**config.mk**
```make
export PLATFORM = sky130hd
export DESIGN_NAME = expr_result_misr
export DESIGN_NICKNAME = d
export VERILOG_FILES = /design/src/rtl/expr_result_misr.sv
export SDC_FILE = /design/constraint.sdc
export NUM_CORES = 1
export LEC_CHECK = 0
export CELL_PAD_IN_SITES_DETAIL_PLACEMENT = 0
export CELL_PAD_IN_SITES_GLOBAL_PLACEMENT = 1
export CORE_ASPECT_RATIO = 1.4
export CORE_MARGIN = 2
export CORE_UTILIZATION = 37
export CTS_CLUSTER_SIZE = 20
export DETAILED_ROUTE_END_ITERATION = 6
export PLACE_DENSITY = 0.78
export RECOVER_POWER = 100
export SYNTH_ARGS = -nofsm -noshare
export SYNTH_HDL_FRONTEND = slang
export SYNTH_SLANG_ARGS = --single-unit
```
**constraint.sdc**
```tcl
create_clock -name clk -period 2.25 [get_ports clk]
set_input_delay 0.3375 -clock clk [delete_from_list [all_inputs] [get_ports clk]]
set_output_delay 0.3375 -clock clk [all_outputs]
set_load 0.01 [all_outputs]
```
**src/rtl/expr_result_misr.sv**
```systemverilog
// Capture stage for the expression result bus: compacts N handshaked samples into a MISR signature.
// Optional macro EXPR_MISR_TIMEOUT_EN adds a 255-cycle idle timeout and a timeout output.
module expr_result_misr #(
  parameter int unsigned          DATA_W  = 20,
  parameter int unsigned          SIG_W   = 32,
  parameter int unsigned          COUNT_W = 16,
  parameter logic [SIG_W-1:0]     POLY    = 32'h04C11DB7,
  parameter logic [SIG_W-1:0]     SEED    = 32'h00000000
) (
  input  logic               clk,
  input  logic               rst_n,
  input  logic               start,
  input  logic [COUNT_W-1:0] num_samples,
  input  logic [DATA_W-1:0]  in_data,
  input  logic               in_valid,
  output logic               in_ready,
  output logic [SIG_W-1:0]   sig_out,
  output logic               sig_valid,
  input  logic               sig_ack,
  output logic               busy,
  output logic [COUNT_W-1:0] sample_count
`ifdef EXPR_MISR_TIMEOUT_EN
  ,output logic              timeout
`endif
);

  typedef enum logic [1:0] {
    ST_IDLE    = 2'd0,
    ST_COLLECT = 2'd1,
    ST_DONE    = 2'd2
  } state_t;

  state_t               r_state;
  state_t               w_next_state;
  logic [SIG_W-1:0]     r_sig;
  logic [COUNT_W-1:0]   r_count;
  logic [COUNT_W-1:0]   r_num;
  logic                 r_sig_valid;
  logic                 r_busy;
  logic                 w_hs;
  logic                 w_last;
  logic                 w_start_ok;
  logic [SIG_W-1:0]     w_misr;

`ifdef EXPR_MISR_TIMEOUT_EN
  localparam int unsigned IDLE_W = 8;
  logic [IDLE_W-1:0]    r_idle;
  logic                 r_timeout;
  logic                 w_to_hit;
`endif

  assign w_start_ok = (r_state == ST_IDLE) && start;
  assign w_hs       = in_valid && (r_state == ST_COLLECT);
  assign w_last     = (r_count == (r_num - COUNT_W'(1)));
  // Shift with polynomial feedback, then fold in the zero-extended sample.
  assign w_misr     = {r_sig[SIG_W-2:0], 1'b0} ^ (r_sig[SIG_W-1] ? POLY : '0) ^ SIG_W'(in_data);

`ifdef EXPR_MISR_TIMEOUT_EN
  assign w_to_hit   = (r_state == ST_COLLECT) && !w_hs && (r_idle == IDLE_W'(254));
`endif

  // State register
  always_ff @(posedge clk or negedge rst_n) begin
    if (!rst_n) r_state <= ST_IDLE;
    else        r_state <= w_next_state;
  end

  // Next-state logic
  always_comb begin
    w_next_state = r_state;
    unique case (r_state)
      ST_IDLE: begin
        if (start) w_next_state = (num_samples != '0) ? ST_COLLECT : ST_DONE;
      end
      ST_COLLECT: begin
        if (w_hs && w_last) w_next_state = ST_DONE;
`ifdef EXPR_MISR_TIMEOUT_EN
        else if (w_to_hit) w_next_state = ST_DONE;
`endif
      end
      ST_DONE: begin
        if (sig_ack) w_next_state = ST_IDLE;
      end
      default: w_next_state = ST_IDLE;
    endcase
  end

  // Output decode: only in_ready is combinational
  always_comb begin
    in_ready = 1'b0;
    if (r_state == ST_COLLECT) in_ready = 1'b1;
  end

  // Signature, counters and registered status
  always_ff @(posedge clk or negedge rst_n) begin
    if (!rst_n) begin
      r_sig       <= SEED;
      r_count     <= '0;
      r_num       <= '0;
      r_sig_valid <= 1'b0;
      r_busy      <= 1'b0;
    end else begin
      r_sig_valid <= (w_next_state == ST_DONE);
      r_busy      <= (w_next_state != ST_IDLE);
      if (w_start_ok) begin
        r_sig   <= SEED;
        r_count <= '0;
        if (num_samples != '0) r_num <= num_samples;
      end else if (w_hs) begin
        r_sig   <= w_misr;
        r_count <= r_count + COUNT_W'(1);
      end
    end
  end

`ifdef EXPR_MISR_TIMEOUT_EN
  // Idle watchdog: counts COLLECT cycles without a handshake
  always_ff @(posedge clk or negedge rst_n) begin
    if (!rst_n) begin
      r_idle    <= '0;
      r_timeout <= 1'b0;
    end else begin
      if (w_start_ok || w_hs)          r_idle <= '0;
      else if (r_state == ST_COLLECT)  r_idle <= r_idle + IDLE_W'(1);
      if (w_to_hit)                              r_timeout <= 1'b1;
      else if ((r_state == ST_DONE) && sig_ack)  r_timeout <= 1'b0;
    end
  end

  assign timeout = r_timeout;
`endif

  assign sig_out      = r_sig;
  assign sig_valid    = r_sig_valid;
  assign busy         = r_busy;
  assign sample_count = r_count;

endmodule

```
==> summary.txt, run 1 <==
STA
  – Slew @ Worst Pin: 1720 ps
  – RSZ-0062 raised after global routing: false
  – Setup_tns: 0 ps
  – Final setup vio count: 0
  – Slew HR: -14.8%
  – Setup ws final: 102 ps
  – Min Hold Slack: 506 ps
  – Final min period: 2150 ps
  – Tcrit/Tclk final: 95.5%
  – Max-slew violation count: 69
  – Clock Skews: 8.43 ps
  – Final Hold Viols: 0
  – Peak Freq: 0.465 GHz

Global route
  – Initial antenna violation count: 0
  – First-pass GRT wire length: 14.9 mm
  – Tot GR Track Use: 18.2%
  – Largest net degree at the start of global routing: 69
  – Number of global-route vias before repair: 3042
  – GRT overflow: 0

Clock network
  – CTS tree: done
  – Clk_lat worst skew: 330 ps
  – Hold-fix buffers, CTS: 0
  – # H-tree levels: 3
  – Sink Count: 68
  – Clock Pin Slew Worst Setup and Hold Paths: 50 ps
  – Cts bufs inserted: 9
  – Setup Buffers After CTS: 0
  – CTS Buffer Depth: 2
  – Root Buffer: clkbuf_16

Pwr
  – Pwr dens: 1310 nW/um2
  – Net Sw Power: 2.39 mW
  – Seq pwr share: 35.2%
  – Int Power: 4.08 mW
  – Clock group share of total power: 21.2%
  – Leak pwr: 2.21 nW
  – Logic pwr share: 43.6%
  – Total Power: 6.48 mW
  – Max VDD drop: 699 uV
  – Switch share: 36.9%

Final layout
  – Layout cell share with drive strength beyond 1: 13.8%
  – Final std cells w/o fill: 560
  – Register area: 1700 um2
  – Antenna cells: 0
  – Area Growth Syn to Fin: 39.7%
  – Multi-input gate area: 1760 um2
  – Final Util: 52.7%
  – Fill count: 851
  – Fin nets: 488
  – Finished Cell Area: 4960 um2

Critical path
  – Startpoint types: register
  – Critical path's top delay family: compound AO/OA/AOI/OAI gates
  – Req. time, crit path: 2460 ps
  – Reg2Reg Launch Point: r_num[0]$_DFFE_PN0P_
  – Crit-path cells: inv_1, ha_1, nor3b_4, buf_4, a221oi_1, a31oi_1, o21ai_0, and4bb_1, a221o_1
  – Critical path fanouts, max: 5
  – Critical Path Max Stage Delay: 430 ps
  – Setup CP Type: reg -> reg
  – CP startpoint: r_num[0]$_DFFE_PN0P_
  – WP buf/inv: 2
  – CP Capture Type: register
  – Highest-delay cell along the critical path: dfrtp_1
  – CP arrival: 2350 ps

Placement
  – Placed insts: 544
  – Placement Cell Area: 4690 um2
  – DP Worst Slack: 26.6 ps
  – RD Place Congestion: 0.779
  – PortBufs: 91
  – Post-detail-place hpwl: 6.49 mm

Worst hold path
  – Hold Startpoint: sig_out[26]$_DFFE_PN0P_
  – Type of the most critical hold path: reg -> reg

Yosys
  – Top post-synthesis cells by count: 68 x dfrtp_1, 33 x nand2_1, 32 x xor2_1, 31 x o21ai_0, 31 x xnor2_1
  – Syn_nets: 383
  – Number of synthesized flops with an enable pin: 0
  – Syn. warnings: 0
  – Largest cells by area after synthesis: dfrtp_1 48%, xor2_1 7.9%, xnor2_1 7.6%, mux2_2 5.1%, o21ai_0 4.4%
  – Most numerous cell in the Yosys netlist: dfrtp_1
  – Post-synth cell types: 50
  – Synthesized area: 3550 um2
  – Top cell type's share of synthesized area: 47.9%
  – Yosys reg bits: 68
  – Mean Syn Cell Area: 10.4 um2
  – Primary FF master, synth: dfrtp_1
  – Seq/Total Area, Yosys: 47.9%
  – Synth area leader: dfrtp_1
  – FFs w/ async S/R, synth: 100%
  – Synthesized instance count: 340

Floorplanning
  – Die Span Y: 120 um
  – Io pins: 92
  – Initial Util: 37.7%
  – Row cnt: 42
  – Core footprint: 9410 um2
  – Chip Width: 86.8 um
  – Die ar.: 10400 um2

Drt
  – Routed len/inst: 15.8 um
  – Pre-Repair DR Iteration Count: 4
  – Vias per cell: 5.14
  – DRC Markers: 0
  – DR iter-0 viols: 130
  – Routed via count: 2877
  – Antenna-violating nets left: 0
  – Total Wirelength: 8.88 mm

Status
  – Status: complete, but fails checks
  – Violated checks: capacitance limit, slew limit

Job
  – Max-cap violations: 1
-- cell usage in the layout (no fill, tap or decap), types with 3 or more instances in the layout --
cell type / n
mux2_2: 16
buf_4: 16
a22o_1: 10
nand2b_1: 6
nand3_1: 10
xor2_1: 32
nor4_1: 4
o21ai_0: 31
clkdlybuf4s50_1: 39
dfrtp_1: 68
nand4_1: 12
dlygate4sd3_1: 51
clkbuf_16: 9
clkinv_2: 3
nor2_1: 22
clkinvlp_4: 3
nand2_1: 33
xnor2_1: 31
inv_1: 7
nor3_1: 5
-- routing by layer --
metal / global-route usage (%) / routed length (um) / vias to the layer above
met5: 0 / 0 / -
met4: 5.18 / 97 / 0
met3: 5.36 / 445 / 9
met2: 30.8 / 4550 / 74
met1: 22.1 / 3780 / 1401
li1: - / - / 1393
-- cell families (layout without fill, tap and decap cells) --
kind of cell             count (synthesis)  count (layout)  share of synthesized area (%)
AND/OR/NAND/NOR                        110             110                           17.1
adder cells (fa/ha/maj)                  2               2                          0.705
flip-flops                              68              68                           47.9
buffers and inverters                   23             133                           2.68
multiplexers                            17              17                           5.36
XOR/XNOR                                63              63                           15.5
AO/OA/AOI/OAI                           57              57                           10.7
-- power by group through the flow --
stage | Sequential [mW] | Combinational (mW) | Clock (mW)
global route | 2.37 | 3.13 | 1.46
CTS | 2.30 | 3.01 | 1.41
floorplan | 2.31 | 1.63 | 0
finish | 2.28 | 2.83 | 1.37
global placement | 2.29 | 2.94 | 0
detailed placement | 2.30 | 3.00 | 0
-- tightest hold or removal path, cell delays in order, from the launching register on --
cell     delay (ps)
dfrtp_1         360
nand2_1          50
o21ai_0          60
-- what timing repair did --
item / 4_1_cts / 5_1_grt
hold endpoints to repair: 0 / 0
setup endpoints to repair: 0 / 3
resized for setup: 0 / 1
-- final timing paths --
kind | to | slack [ps] | depth (start not counted)
max | r_state[1]$_DFF_PN0_ | 100 | 9
min | sig_out[26]$_DFFE_PN0P_ | 510 | 2
max reg2reg | r_state[1]$_DFF_PN0_ | 100 | 9
min reg2reg | sig_out[26]$_DFFE_PN0P_ | 510 | 2
max in group asynchronous | r_num[15]$_DFFE_PN0P_ | 670 | 2
min in group asynchronous | sig_out[6]$_DFFE_PN0P_ | 520 | 2
-- state kept, by name, indices dropped and copies added, names as in the netlist --
name / flops
busy: 1
sig_valid: 1
sample_count: 16
r_num: 16
sig_out: 32
r_state: 2
-- area by class of cell --
class                      count  share of cell area, %
sequential                    68                   34.3
timing repair buffer         110                   21.0
multi-input combinational    249                   35.5
inverter                       7                  0.530
clock buffer                   9                   4.54
tap                          110                   2.78
clock inverter                 7                   1.36
Power figures use the tool's default switching activity.
==> inputs of run 2 (changes only) <==
--- a/config.mk
+++ b/config.mk
@@ -14,6 +14,7 @@
 export DETAILED_ROUTE_END_ITERATION = 6
 export PLACE_DENSITY = 0.78
 export RECOVER_POWER = 100
+export SETUP_SLACK_MARGIN = 0.2
 export SYNTH_ARGS = -nofsm -noshare
 export SYNTH_HDL_FRONTEND = slang
 export SYNTH_SLANG_ARGS = --single-unit
==> run 2 against run 1 <==
Clock power is essentially flat. Sequential power is essentially flat. Critical endpoint is now r_num[11]$_DFFE_PN0P_. Die area is the same. Utilization grew 0.72 points. Cell count grew 0.89%. Register-to-register slack gained 120 ps. Largest cell class unchanged. Non-clock buffer count grew 5. Worst setup slack gained 50 ps. The flow still finishes with violations (capacitance limit, slew limit). First-iteration DRC count shrank 10%. Clock skew shrank 3.7 ps.
==> summary.txt, run 2 (synthesis results as in run 1) <==
Clock network
  – Sink Count: 68 (unchanged)
  – Cts bufs inserted: 9 (unchanged)
  – Hold-fix buffers, CTS: 0 (unchanged)
  – Clk_lat worst skew: 330 ps (about the same)
  – CTS Buffer Depth: 2 (unchanged)
  – Root Buffer: clkbuf_16 (unchanged)
  – Clock Pin Slew Worst Setup and Hold Paths: 50 ps (about the same)
  – # H-tree levels: 3 (unchanged)
  – CTS tree: done (unchanged)

Critical path
  – Req. time, crit path: 2470 ps (was 2460 ps)
  – R2R Path End: r_state[0]$_DFF_PN0_ (was r_state[1]$_DFF_PN0_)
  – CP arrival: 2310 ps (was 2350 ps)
  – Critical path fanouts, max: 4 (was 5)
  – Setup CP Type: in -> reg (was reg -> reg)
  – CP Capture Type: register (unchanged)
  – Worst R2R Path Depth: 10 (was 9)
  – Startpoint types: input port (was register)
  – CP startpoint: num_samples[10] (was r_num[0]$_DFFE_PN0P_)
  – Reg2Reg Launch Point: r_num[1]$_DFFE_PN0P_ (was r_num[0]$_DFFE_PN0P_)
  – Reg-to-reg slack, setup: 220 ps (was 100 ps)

Pwr
  – Pwr dens: 1310 nW/um2 (about the same)
  – Leak pwr: 2.24 nW (was 2.21 nW)
  – Max VDD drop: 696 uV (was 699 uV)
  – Total Power: 6.61 mW (was 6.48 mW)

Final layout
  – Most frequent cells in the layout: 66 x dfrtp_1, 51 x dlygate4sd3_1, 39 x clkdlybuf4s50_1 (was 68 x dfrtp_1, 51 x dlygate4sd3_1, 39 x clkdlybuf4s50_1)
  – Area Growth Syn to Fin: 41.6% (was 39.7%)
  – Layout cell share with drive strength beyond 1: 15.6% (was 13.8%)
  – Fin nets: 493 (was 488)
  – Finished Cell Area: 5020 um2 (was 4960 um2)
  – Max reg flops: 32 (unchanged)
  – Antenna cells: 0 (unchanged)
  – Commonest non-fill, non-tap cell in the layout: dfrtp_1 (unchanged)
  – Final std cells w/o fill: 565 (was 560)

Floorplanning
  – Chip Width: 86.8 um (unchanged)
  – Core footprint: 9410 um2 (unchanged)
  – Row cnt: 42 (unchanged)
  – Initial Util: 37.7% (unchanged)
  – Die ar.: 10400 um2 (unchanged)
  – Die Span Y: 120 um (unchanged)
  – Io pins: 92 (unchanged)

Worst hold path
  – Hold Startpoint: sig_out[26]$_DFFE_PN0P_ (unchanged)
  – Type of the most critical hold path: reg -> reg (unchanged)
  – WHS Endpoint: sig_out[26]$_DFFE_PN0P_ (unchanged)
  – Hold Path Stages: 2 (unchanged)

STA
  – Slew HR: -13.1% (was -14.8%)
  – Clock Skews: 4.73 ps (was 8.43 ps)
  – Peak Freq: 0.476 GHz (was 0.465 GHz)
  – Setup_tns: 0 ps (unchanged)
  – Final Hold Viols: 0 (unchanged)
  – Max-slew violation count: 69 (unchanged)
  – RSZ-0062 raised after global routing: true (was false)
  – Slew @ Worst Pin: 1700 ps (was 1720 ps)
  – Tcrit/Tclk final: 93.3% (was 95.5%)
  – Final setup vio count: 0 (unchanged)
  – Final min period: 2100 ps (was 2150 ps)

Drt
  – Vias per cell: 5.21 (was 5.14)
  – DR top layer: met4 (unchanged)
  – Wl on met1: 3.69 mm (was 3.78 mm)
  – Routed via count: 2941 (was 2877)
  – Antenna-violating nets left: 0 (unchanged)
  – DR WL met2: 4.62 mm (was 4.55 mm)
  – Routed len/inst: 15.9 um (was 15.8 um)
  – Routed length on met3: 486 um (was 445 um)
  – DRC Markers: 0 (unchanged)
  – DR iter-0 viols: 117 (was 130)
  – Total Wirelength: 8.99 mm (was 8.88 mm)
  – Pre-Repair DR Iteration Count: 5 (was 4)

Global route
  – First-pass GRT wire length: 14.7 mm (was 14.9 mm)
  – Largest net degree at the start of global routing: 69 (unchanged)
  – Tot GR Track Use: 18.2% (about the same)
  – Number of global-route vias before repair: 2954 (was 3042)
  – Initial antenna violation count: 0 (unchanged)
  – GRT overflow: 0 (unchanged)

Job
  – Max-cap violations: 1 (unchanged)

Placement
  – RD Place Congestion: 0.776 (was 0.779)
  – PortBufs: 91 (unchanged)
  – Placed insts: 541 (was 544)
  – Placement Cell Area: 4670 um2 (was 4690 um2)
  – Post-detail-place hpwl: 6.48 mm (was 6.49 mm)

Status
  – Status: complete, but fails checks (unchanged)
  – Violated checks: capacitance limit, slew limit (unchanged)
-- run 2: cell count changes in the layout (fill, tap and decap cells not counted), moves of 2 or more --
| cell | change |
|---|---|
| dfrtp_2 | +2 |
| inv_1 | -2 |
| inv_2 | +2 |
| buf_4 | +3 |
| clkbuf_1 | +2 |
| dfrtp_1 | -2 |
| clkinvlp_4 | -2 |
-- run 2: timing repair --
item / in CTS / in global routing
endpoints found under the setup margin: 14 / 6
gates cloned: 0 / 0
setup buffers: 8 / 0
resized for setup: 6 / 7
pin swaps: 2 / 3
-- run 2: critical path, cell delays in order --
cell	delay, ps
clkdlybuf4s50_1	420
nor4_1	620
nand4_1	220
nand2_1	190
clkbuf_2	190
mux2_2	340
-- run 2: metrics by stage --
| stage | util (%) | worst slack, ps | hold WS (ps) |
|---|---|---|---|
| after floorplan | - | 213 | 41.9 |
| after global placement | 49.7 | -150 | 390 |
| after detailed placement | 49.7 | -169 | 391 |
| after CTS | 53.5 | 205 | 32.5 |
| after global routing | 53.4 | 86.5 | 545 |
| final | 53.4 | 151 | 521 |
-- run 2: per-layer routing --
layer	global-route usage, %	up-vias
met2	29.9	98
met4	7.23	0
met1	21.8	1419
met5	0	-
li1	-	1410
met3	5.91	14
-- run 2: layout make-up --
type / count / area, um2
clock buffers: 11 / 233
clock inverters: 5 / 52.6
fillers: 853 / 4380
inverters: 7 / 26.3
multi-input cells: 249 / 1780
flip-flops and latches: 68 / 1700
well taps: 110 / 138
repair buffers: 115 / 1090
-- run 2: how the worst max path moves through the flow --
stage / slack [ps] / end / depth (start not counted)
detailed placement: -170 / r_num[1]$_DFFE_PN0P_ / 6
global route: 90 / r_num[8]$_DFFE_PN0P_ / 6
finish: 150 / r_num[11]$_DFFE_PN0P_ / 6
floorplan: 210 / r_state[0]$_DFF_PN0_ / 8
global placement: -150 / r_num[1]$_DFFE_PN0P_ / 6
CTS: 210 / r_state[1]$_DFF_PN0_ / 6
-- run 2: power by group --
group	switching (mW)	internal, mW	total (mW)
Clock	0.508	0.852	1.36
Sequential	0.571	1.70	2.28
Combinational	1.35	1.62	2.97
Total	2.43	4.18	6.61
==> inputs of run 3 (changes only) <==
--- a/config.mk
+++ b/config.mk
@@ -15,6 +15,7 @@
 export PLACE_DENSITY = 0.78
 export RECOVER_POWER = 100
 export SETUP_SLACK_MARGIN = 0.2
+export SLEW_MARGIN = 20
 export SYNTH_ARGS = -nofsm -noshare
 export SYNTH_HDL_FRONTEND = slang
 export SYNTH_SLANG_ARGS = --single-unit
==> results of run 3 <==
The final DEF is identical to that of run 2; final timing and power are the same.
